## config.mk

```make
export PLATFORM = sky130hd
export DESIGN_NAME = nerv_dmem_dma
export DESIGN_NICKNAME = d
export VERILOG_FILES = /design/src/rtl/nerv_dmem_dma.sv
export SDC_FILE = /design/constraint.sdc
export NUM_CORES = 1
export LEC_CHECK = 0
export BUFFER_PORTS_ARGS = -buffer_cell sky130_fd_sc_hd__clkbuf_2
export CORE_UTILIZATION = 40
export DETAILED_ROUTE_END_ITERATION = 16
export GPL_TIMING_DRIVEN = 0
export PLACE_DENSITY = 0.61
export RECOVER_POWER = 100
export SETUP_SLACK_MARGIN = 0.02
export SYNTH_ARGS = -nofsm -noshare
export SYNTH_HDL_FRONTEND = slang
export SYNTH_SLANG_ARGS = --single-unit
```

## constraint.sdc

```tcl
create_clock -name i_clk -period 5.9 [get_ports i_clk]
set_input_delay 1.18 -clock i_clk [delete_from_list [all_inputs] [get_ports i_clk]]
set_output_delay 1.18 -clock i_clk [all_outputs]
set_load 0.05 [all_outputs]
```

## src/rtl/nerv_dmem_dma.sv

```systemverilog
// Word-granular copy/fill DMA engine driving the core's dmem initiator port.
// One word per RD/LAT/WR trip for copy, one word per WR cycle for fill.
module nerv_dmem_dma #(
    parameter int unsigned LEN_WIDTH = 16
) (
    input  logic                 i_clk,
    input  logic                 i_rst_n,
    input  logic                 i_stall,
    input  logic                 i_start,
    input  logic                 i_mode,
    input  logic [31:0]          i_src_addr,
    input  logic [31:0]          i_dst_addr,
    input  logic [LEN_WIDTH-1:0] i_len,
    input  logic [31:0]          i_pattern,
    output logic                 o_busy,
    output logic                 o_done,
    output logic                 o_error,
    output logic                 o_dmem_valid,
    output logic [31:0]          o_dmem_addr,
    output logic [3:0]           o_dmem_wstrb,
    output logic [31:0]          o_dmem_wdata,
    input  logic [31:0]          i_dmem_rdata
);

    typedef enum logic [2:0] {StIdle, StRd, StLat, StWr, StFin} state_t;

    state_t                r_state;
    logic [31:0]           r_src;
    logic [31:0]           r_dst;
    logic [31:0]           r_pattern;
    logic [31:0]           r_buf;
    logic [LEN_WIDTH-1:0]  r_rem;
    logic                  r_mode;
    logic                  r_error;

    logic w_misaligned;
    logic w_issue;

    // Fill never reads, so only its destination alignment matters.
    assign w_misaligned = (!i_mode && (i_src_addr[1:0] != 2'b00)) ||
                          (i_dst_addr[1:0] != 2'b00);

    always_ff @(posedge i_clk or negedge i_rst_n) begin
        if (!i_rst_n) begin
            r_state   <= StIdle;
            r_src     <= 32'h0;
            r_dst     <= 32'h0;
            r_pattern <= 32'h0;
            r_buf     <= 32'h0;
            r_rem     <= '0;
            r_mode    <= 1'b0;
            r_error   <= 1'b0;
        end else begin
            r_error <= 1'b0;
            unique case (r_state)
                StIdle: begin
                    if (i_start) begin
                        if (w_misaligned) begin
                            r_error <= 1'b1;
                        end else if (i_len == '0) begin
                            r_state <= StFin;
                        end else begin
                            r_src     <= i_src_addr;
                            r_dst     <= i_dst_addr;
                            r_rem     <= i_len;
                            r_mode    <= i_mode;
                            r_pattern <= i_pattern;
                            r_state   <= i_mode ? StWr : StRd;
                        end
                    end
                end
                StRd: begin
                    if (!i_stall) r_state <= StLat;
                end
                // Read data is only valid this one cycle, so stall cannot hold it.
                StLat: begin
                    r_buf   <= i_dmem_rdata;
                    r_state <= StWr;
                end
                StWr: begin
                    if (!i_stall) begin
                        r_src <= r_src + 32'd4;
                        r_dst <= r_dst + 32'd4;
                        r_rem <= r_rem - LEN_WIDTH'(1);
                        if (r_rem == LEN_WIDTH'(1)) begin
                            r_state <= StFin;
                        end else begin
                            r_state <= r_mode ? StWr : StRd;
                        end
                    end
                end
                StFin: begin
                    r_state <= StIdle;
                end
                default: begin
                    r_state <= StIdle;
                end
            endcase
        end
    end

    assign w_issue      = ((r_state == StRd) || (r_state == StWr)) && !i_stall;
    assign o_dmem_valid = w_issue;
    assign o_dmem_addr  = (r_state == StWr) ? r_dst : r_src;
    assign o_dmem_wstrb = (w_issue && (r_state == StWr)) ? 4'b1111 : 4'b0000;
    assign o_dmem_wdata = r_mode ? r_pattern : r_buf;
    assign o_busy       = (r_state == StRd) || (r_state == StLat) || (r_state == StWr);
    assign o_done       = (r_state == StFin);
    assign o_error      = r_error;

endmodule

```

==> out/summary.txt, run 1 <==
CP arrival -> 3.69 ns
Die W -> 147 um
Worst-path cell chain -> clkbuf_1 > nand3b_1 > clkbuf_1 > clkbuf_1 > clkbuf_1 > nand2_1 > o21ai_0 > clkbuf_1
Net Sw Frac -> 54.0%
TritonCTS Sinks -> 149
Initial antenna violation count -> 0
CTS tree -> yes
Die Ht -> 147 um
Power share of the sequential group -> 29.1%
Buffers on Ports -> 220
Async set or reset register ratio after synthesis -> 100%
Remaining DRCs -> 0
Reg2reg path depth -> 8
Cell Pwr Density -> 649 nW/um^2
Multi-input logic area -> 4320 sq um
Dominant cell type by area after synthesis -> dfrtp_1
Setup tns final -> 0 ns
Fin. Hold Viols -> 0
Gr ovfl total -> 0
Via density -> 5.80
Fill cells -> 2044
Netlist cell types -> 61
Most common cell on crit path -> clkbuf_1
Number of synthesized flops with an enable pin -> 0
Total power -> 0.00670 W
Period utilization -> 82.5%
DP Wirelength -> 22300 um
Cells after DPL -> 1480
FF/Latch Area -> 3730 sq um
Sw power -> 0.00362 W
Synthesized flop and latch total -> 149
Met2 wire length -> 14000 um
Most frequent cells in the layout -> 241 x nand2_1, 154 x clkbuf_2, 149 x dfrtp_1, 131 x clkbuf_1, 79 x a21oi_1
Core box area -> 20400 sq um
Hold buffers post-CTS -> 0
Top post-synthesis cells by area -> dfrtp_1 44%, nand2_1 11%, mux2_2 8.5%
Routed length on met1 -> 13100 um
Initial core utilization -> 41.3%
Register area share after synthesis -> 44.2%
Setup Skew -> 0.0115 ns
Type of origin of the critical path -> register
Reg2Reg Setup Slack -> 2.71 ns
Via count -> 8765
Rows -> 52
RSZ-0062 raised after global routing -> false
CTS buffer count -> 17
Share of cells above drive strength 1 -> 21.6%
Failing checks -> max-capacitance violations, max-slew violations
Clock latency on the worst-skew pair -> 0.43 ns
Clock Power Share -> 15.7%
Routed WL -> 31000 um
Max Cap Viol -> 1
Worst setup EP type -> output port
Area Growth Syn to Fin -> 22.4%
Final cell count without fillers -> 1512
Int Pwr -> 0.00308 W
Maximum clock insertion buffer count -> 2
Drt pass-1 iters -> 6
Gpl congestion -> 0.925
Yosys top cell area share -> 44.2%
Drt wl/cell -> 20.5 um
Reg-to-reg critical path startpoint -> r_state[0]
Worst-case hold slack -> 0.471 ns
Slew @ Worst Pin -> 4.01 ns
CTS root buffer -> clkbuf_16
Diode count -> 0
Combinational power share -> 55.2%
Most common cell after layout, fill and taps aside -> nand2_1
Post-CTS Setup Repair Bufs -> 0
Synth Flop Type -> dfrtp_1
Nets -> 1382
GRT Total Usage -> 28.9%
Post-DRT Antenna Nets -> 0
Crit. Startpoint -> r_state[1]
R2r endpoint -> r_rem[1]
Avg Cell Area, Syn -> 8.53 sq um
Slew HR -> -167%
Worst Setup Path Type -> reg2out
CTS clk-pin slew, worst paths -> 0.07 ns
Maximum vdd drop -> 0.314 mV
Initial DRC count -> 854
DIE AREA -> 21700 sq um
Static Leakage -> 4.60 nW
Mapped Cells -> 989
Min Tclk post-route -> 4.87 ns
Largest net degree at the start of global routing -> 80
Slowest CP cell -> clkbuf_1
FMAX -> 0.205 GHz
Post_cts resized -> 0
Syn Nets -> 1142
Post-Syn Area -> 8440 sq um
Status -> finished with violations
Hold Path Class -> reg2reg
YS warnings -> 0
Max-slew violations -> 71
First-pass GRT wire length -> 47500 um
WL met3 -> 2890 um
Required @ worst endpoint -> 4.72 ns
Max Used Layer -> met4
H-Tree Level Count -> 4
Critical Path End -> o_dmem_addr[24]
Final setup viols -> 0
Worst-path fanout max -> 10
Number of global-route vias before repair -> 8369
Num ports -> 221
Crit path largest cell delay -> 0.63 ns
[stage by stage]
stage               instance area [sq um]  util [%]  setup WS [ns]
finish                              10300      50.6           1.03
global route                        10300      50.6          0.790
CTS                                 10500      51.3           1.25
detailed placement                   9910      48.5           1.73
floorplan                            8440         -          0.943
global placement                     9880      48.4          0.831
[synth_stat cells, types with 3 or more instances]
library cell	number
a211oi_1	4
a21oi_1	78
a22oi_1	7
a2bb2oi_1	6
a31oi_1	7
a32oi_1	6
a41o_1	4
and2_1	7
and3_1	14
and4_1	3
buf_1	8
buf_2	9
buf_4	6
buf_6	3
clkbuf_1	44
dfrtp_1	149
ha_1	4
inv_1	15
mux2_2	64
mux2i_1	3
nand2_1	241
nand3_1	33
nand4_1	23
nor2_1	59
nor3_1	20
nor3b_1	4
nor4_1	13
nor4_2	3
o21ai_0	65
o221a_2	3
o22a_1	8
o22ai_1	20
o2bb2a_2	4
o2bb2ai_1	7
o32ai_1	5
or4_1	5
[state kept, by name (all words and copies together) (netlist names)]
| signal | count |
|---|---|
| r_rem | 16 |
| r_src | 32 |
| o_error | 1 |
| r_dst | 32 |
| r_pattern | 32 |
| r_buf | 32 |
| r_mode | 1 |
| r_state | 3 |
[power groups by stage]
stage	combinational, W	sequential (W)	clock, W
global placement	0.00372	0.00193	0
floorplan	0.00282	0.00182	0
CTS	0.00377	0.00193	0.00107
detailed placement	0.00376	0.00194	0
finish	0.00370	0.00195	0.00105
global route	0.00394	0.00201	0.00111
[kinds of logic (layout without fill, tap and decap cells)]
logic type	count (synthesis)	count (layout)	share of synthesized area, %
mux	67	67	8.90
xor+xnor	1	1	0.104
flops	149	149	44.2
fa+ha+maj	4	4	0.593
compound gates	249	249	18.7
simple gates	433	433	23.0
buf+inv	86	339	4.51
[worst min-delay path by stage]
stage | cells past startpoint | slack, ns | end | startpoint
6_report | 2 | 0.47 | r_pattern[9] | r_pattern[9]
5_1_grt | 2 | 0.50 | r_pattern[25] | r_pattern[25]
4_1_cts | 2 | 0.47 | r_pattern[9] | r_pattern[9]
3_5_place_dp | 2 | 0.46 | r_pattern[9] | r_pattern[9]
3_3_place_gp | 2 | 0.45 | r_pattern[31] | r_pattern[31]
2_1_floorplan | 2 | 0.44 | r_pattern[0] | r_pattern[0]
[final cells by class]
cell class / instances / share of cell area (%)
well taps: 270 / 3.27
plain buffers: 71 / 2.73
inverters: 15 / 0.545
multi-input cells: 754 / 41.8
clock inverters: 15 / 1.28
repair buffers: 221 / 10.1
clock buffers: 17 / 4.12
flip-flops and latches: 149 / 36.1
[critical path: cells and delay by family (launching register included)]
family	cells	cell delay (ns)
buf+inv	5	2.43
simple gates	2	0.31
flops	1	0.37
compound gates	1	0.15
[routing by layer]
| metal | track usage (%) | up-vias |
|---|---|---|
| met1 | 39.7 | 4182 |
| met5 | 0 | - |
| met4 | 12.0 | 0 |
| met2 | 43.8 | 484 |
| met3 | 6.65 | 68 |
| li1 | - | 4031 |
No activity file was read; power rests on OpenSTA's default activity.
==> run 2, diff against run 1 <==
Settings changed: PLACE_DENSITY 0.61 to 0.64.
Clock period 5.9 ns to 4.1 ns, I/O delays scaled along.
==> run 2 against run 1 <==
The run still ends with max-capacitance violations, max-slew violations left. Sequential power increased by 44%. Utilization increased by 0.26 points. Register-to-register slack got worse by 1.8 ns. Setup slack got worse by 0.95 ns. Via count decreased by 0.38%. Global-route usage decreased by 0.33 points. Final cell count about the same. Clock skew increased by 0.0021 ns. Hold slack improved by 0.00067 ns. Design area increased by 0.52%. Largest cell class unchanged. Largest power group unchanged.
==> out/summary.txt, run 2 (same netlist as run 1, synthesis figures left out) <==
Die W -> 147 um (unchanged)
Remaining DRCs -> 0 (unchanged)
CTS tree -> yes
Initial antenna violation count -> 0 (unchanged)
Buffers on Ports -> 220 (unchanged)
Via count -> 8732 (-0.38%)
CTS clk-pin slew, worst paths -> 0.07 ns (about the same)
Worst setup EP type -> output port
Reg2Reg Setup Slack -> 0.90 ns (-1.81 ns)
Gpl congestion -> 0.956 (+3.3%)
Hold Startpoint -> r_pattern[23]
R2r endpoint -> r_rem[1]
First-pass GRT wire length -> 47200 um (-0.73%)
Slew HR -> -17.8% (+150 points)
Number of global-route vias before repair -> 8317 (-0.62%)
Clock latency on the worst-skew pair -> 0.44 ns (about the same)
Period utilization -> 97.9%
Num ports -> 221 (unchanged)
CTS root buffer -> clkbuf_16
Hold path depth -> 2 (unchanged)
Rows -> 52 (unchanged)
Reg-to-reg critical path startpoint -> r_state[0]
Hold Path Class -> reg2reg
GRT Total Usage -> 28.6% (-0.33 points)
Setup Skew -> 0.0136 ns (+0.00206 ns)
Worst-case hold slack -> 0.472 ns (+0.000671 ns)
Area Growth Syn to Fin -> 23.0%
Failing checks -> max-capacitance violations, max-slew violations
Cell Pwr Density -> 939 nW/um^2 (+45%)
Max-slew violations -> 90 (+27%)
Worst Setup Path Type -> reg2out
FMAX -> 0.249 GHz
Drt pass-1 iters -> 6 (unchanged)
Min Tclk post-route -> 4.01 ns
Maximum clock insertion buffer count -> 2 (unchanged)
CP arrival -> 3.19 ns (-0.50 ns)
Hold path endpoint -> r_pattern[23]
RSZ-0062 raised after global routing -> false
Diode count -> 0 (unchanged)
H-Tree Level Count -> 4 (unchanged)
Most common cell after layout, fill and taps aside -> nand2_1
Initial core utilization -> 41.3% (unchanged)
Status -> finished with violations
Final cell count without fillers -> 1511 (-0.066%)
Type of origin of the critical path -> register
Required @ worst endpoint -> 3.28 ns (-1.44 ns)
Via density -> 5.78 (-0.31%)
Gr ovfl total -> 0 (unchanged)
Maximum vdd drop -> 0.509 mV (+62%)
Slew @ Worst Pin -> 1.77 ns (-2.24 ns)
Drt wl/cell -> 20.2 um (-1.3%)
Max Cap Viol -> 3 (+2)
DIE AREA -> 21700 sq um (unchanged)
Reg2reg path depth -> 8 (unchanged)
Largest net degree at the start of global routing -> 83 (+3.8%)
Nets -> 1381 (-0.072%)
Initial DRC count -> 909 (+6.4%)
Fin. Hold Viols -> 0 (unchanged)
Post-DRT Antenna Nets -> 0 (unchanged)
Static Leakage -> 4.71 nW (+2.5%)
DP Wirelength -> 22300 um (+0.29%)
Die Ht -> 147 um (unchanged)
Final setup margin -> 0.0853 ns (-0.948 ns)
Dpl ws -> 0.320 ns (-1.41 ns)
Worst-path fanout max -> 10 (unchanged)
Core box area -> 20400 sq um (unchanged)
Routed WL -> 30600 um (-1.4%)
Most frequent cells in the layout -> 241 x nand2_1, 186 x clkbuf_2, 149 x dfrtp_1, 95 x clkbuf_1, 79 x a21oi_1
TritonCTS Sinks -> 149 (unchanged)
Final setup viols -> 0 (unchanged)
Share of cells above drive strength 1 -> 24.3% (+2.8 points)
CTS buffer count -> 17 (unchanged)
Post-CTS Setup Repair Bufs -> 0 (unchanged)
Cells after DPL -> 1480 (unchanged)
==> run 2: cell count changes in the layout (fill, tap and decap cells not counted), moves of 3 or more <==
cell,delta
clkbuf_1,-36
inv_8,+5
clkbuf_2,+32
clkinv_8,+3
buf_2,+3
inv_6,-6
==> run 2: through the flow <==
stage	power (W)	instance area [sq um]	TNS [ns]	util [%]
after floorplan	0.00666	8440	0	-
after detailed placement	0.00819	9920	0	48.6
after global routing	0.0103	10400	0	50.8
after global placement	0.00810	9880	-82.15	48.4
final	0.00975	10400	0	50.8
after CTS	0.00979	10500	0	51.5
==> run 2: worst max-delay path by stage <==
stage | startpoint | to | slack [ns] | cells after the start
5_1_grt | r_state[0] | o_dmem_addr[6] | 0.02 | 8
3_5_place_dp | r_state[0] | o_dmem_addr[11] | 0.32 | 8
4_1_cts | r_state[0] | o_dmem_addr[28] | 0.04 | 8
6_report | r_state[0] | o_dmem_addr[13] | 0.09 | 8
3_3_place_gp | i_rst_n | r_buf[21] | -0.57 | 1
2_1_floorplan | i_stall | o_dmem_wstrb[1] | 0.45 | 5
==> run 2: layout make-up <==
| cell class | count | area (sq um) |
|---|---|---|
| repair buffers | 221 | 1060 |
| clock buffers | 17 | 425 |
| inverters | 15 | 56.3 |
| well taps | 270 | 338 |
| plain buffers | 70 | 289 |
| clock inverters | 15 | 174 |
| multi-input cells | 754 | 4320 |
| fillers | 2009 | 10000 |
| flip-flops and latches | 149 | 3730 |
==> run 2: report_power, final <==
group | switching, W | internal (W)
Combinational | 0.00383 | 0.00152
Clock | 0.000767 | 0.000828
Sequential | 0.000645 | 0.00216
==> run 2: metal layers <==
metal	GRT usage, %	vias up	wire, um
met5	0	-	0
met4	13.2	0	1200
met3	5.47	82	2910
met2	44.3	520	13900
met1	38.7	4101	12500
li1	-	4029	-
==> run 2: critical path: stages, from the launching register on <==
cell	delay [ns]
dfrtp_1	0.32
clkbuf_1	0.32
and3_1	0.21
clkbuf_1	0.36
clkbuf_1	0.61
clkbuf_2	0.44
nand2_1	0.09
nand2_1	0.11
clkbuf_2	0.29
==> run 2: what timing repair did <==
item	CTS	global route
resized for setup	3	5
endpoints found under the setup margin	16	21
hold buffers	0	0
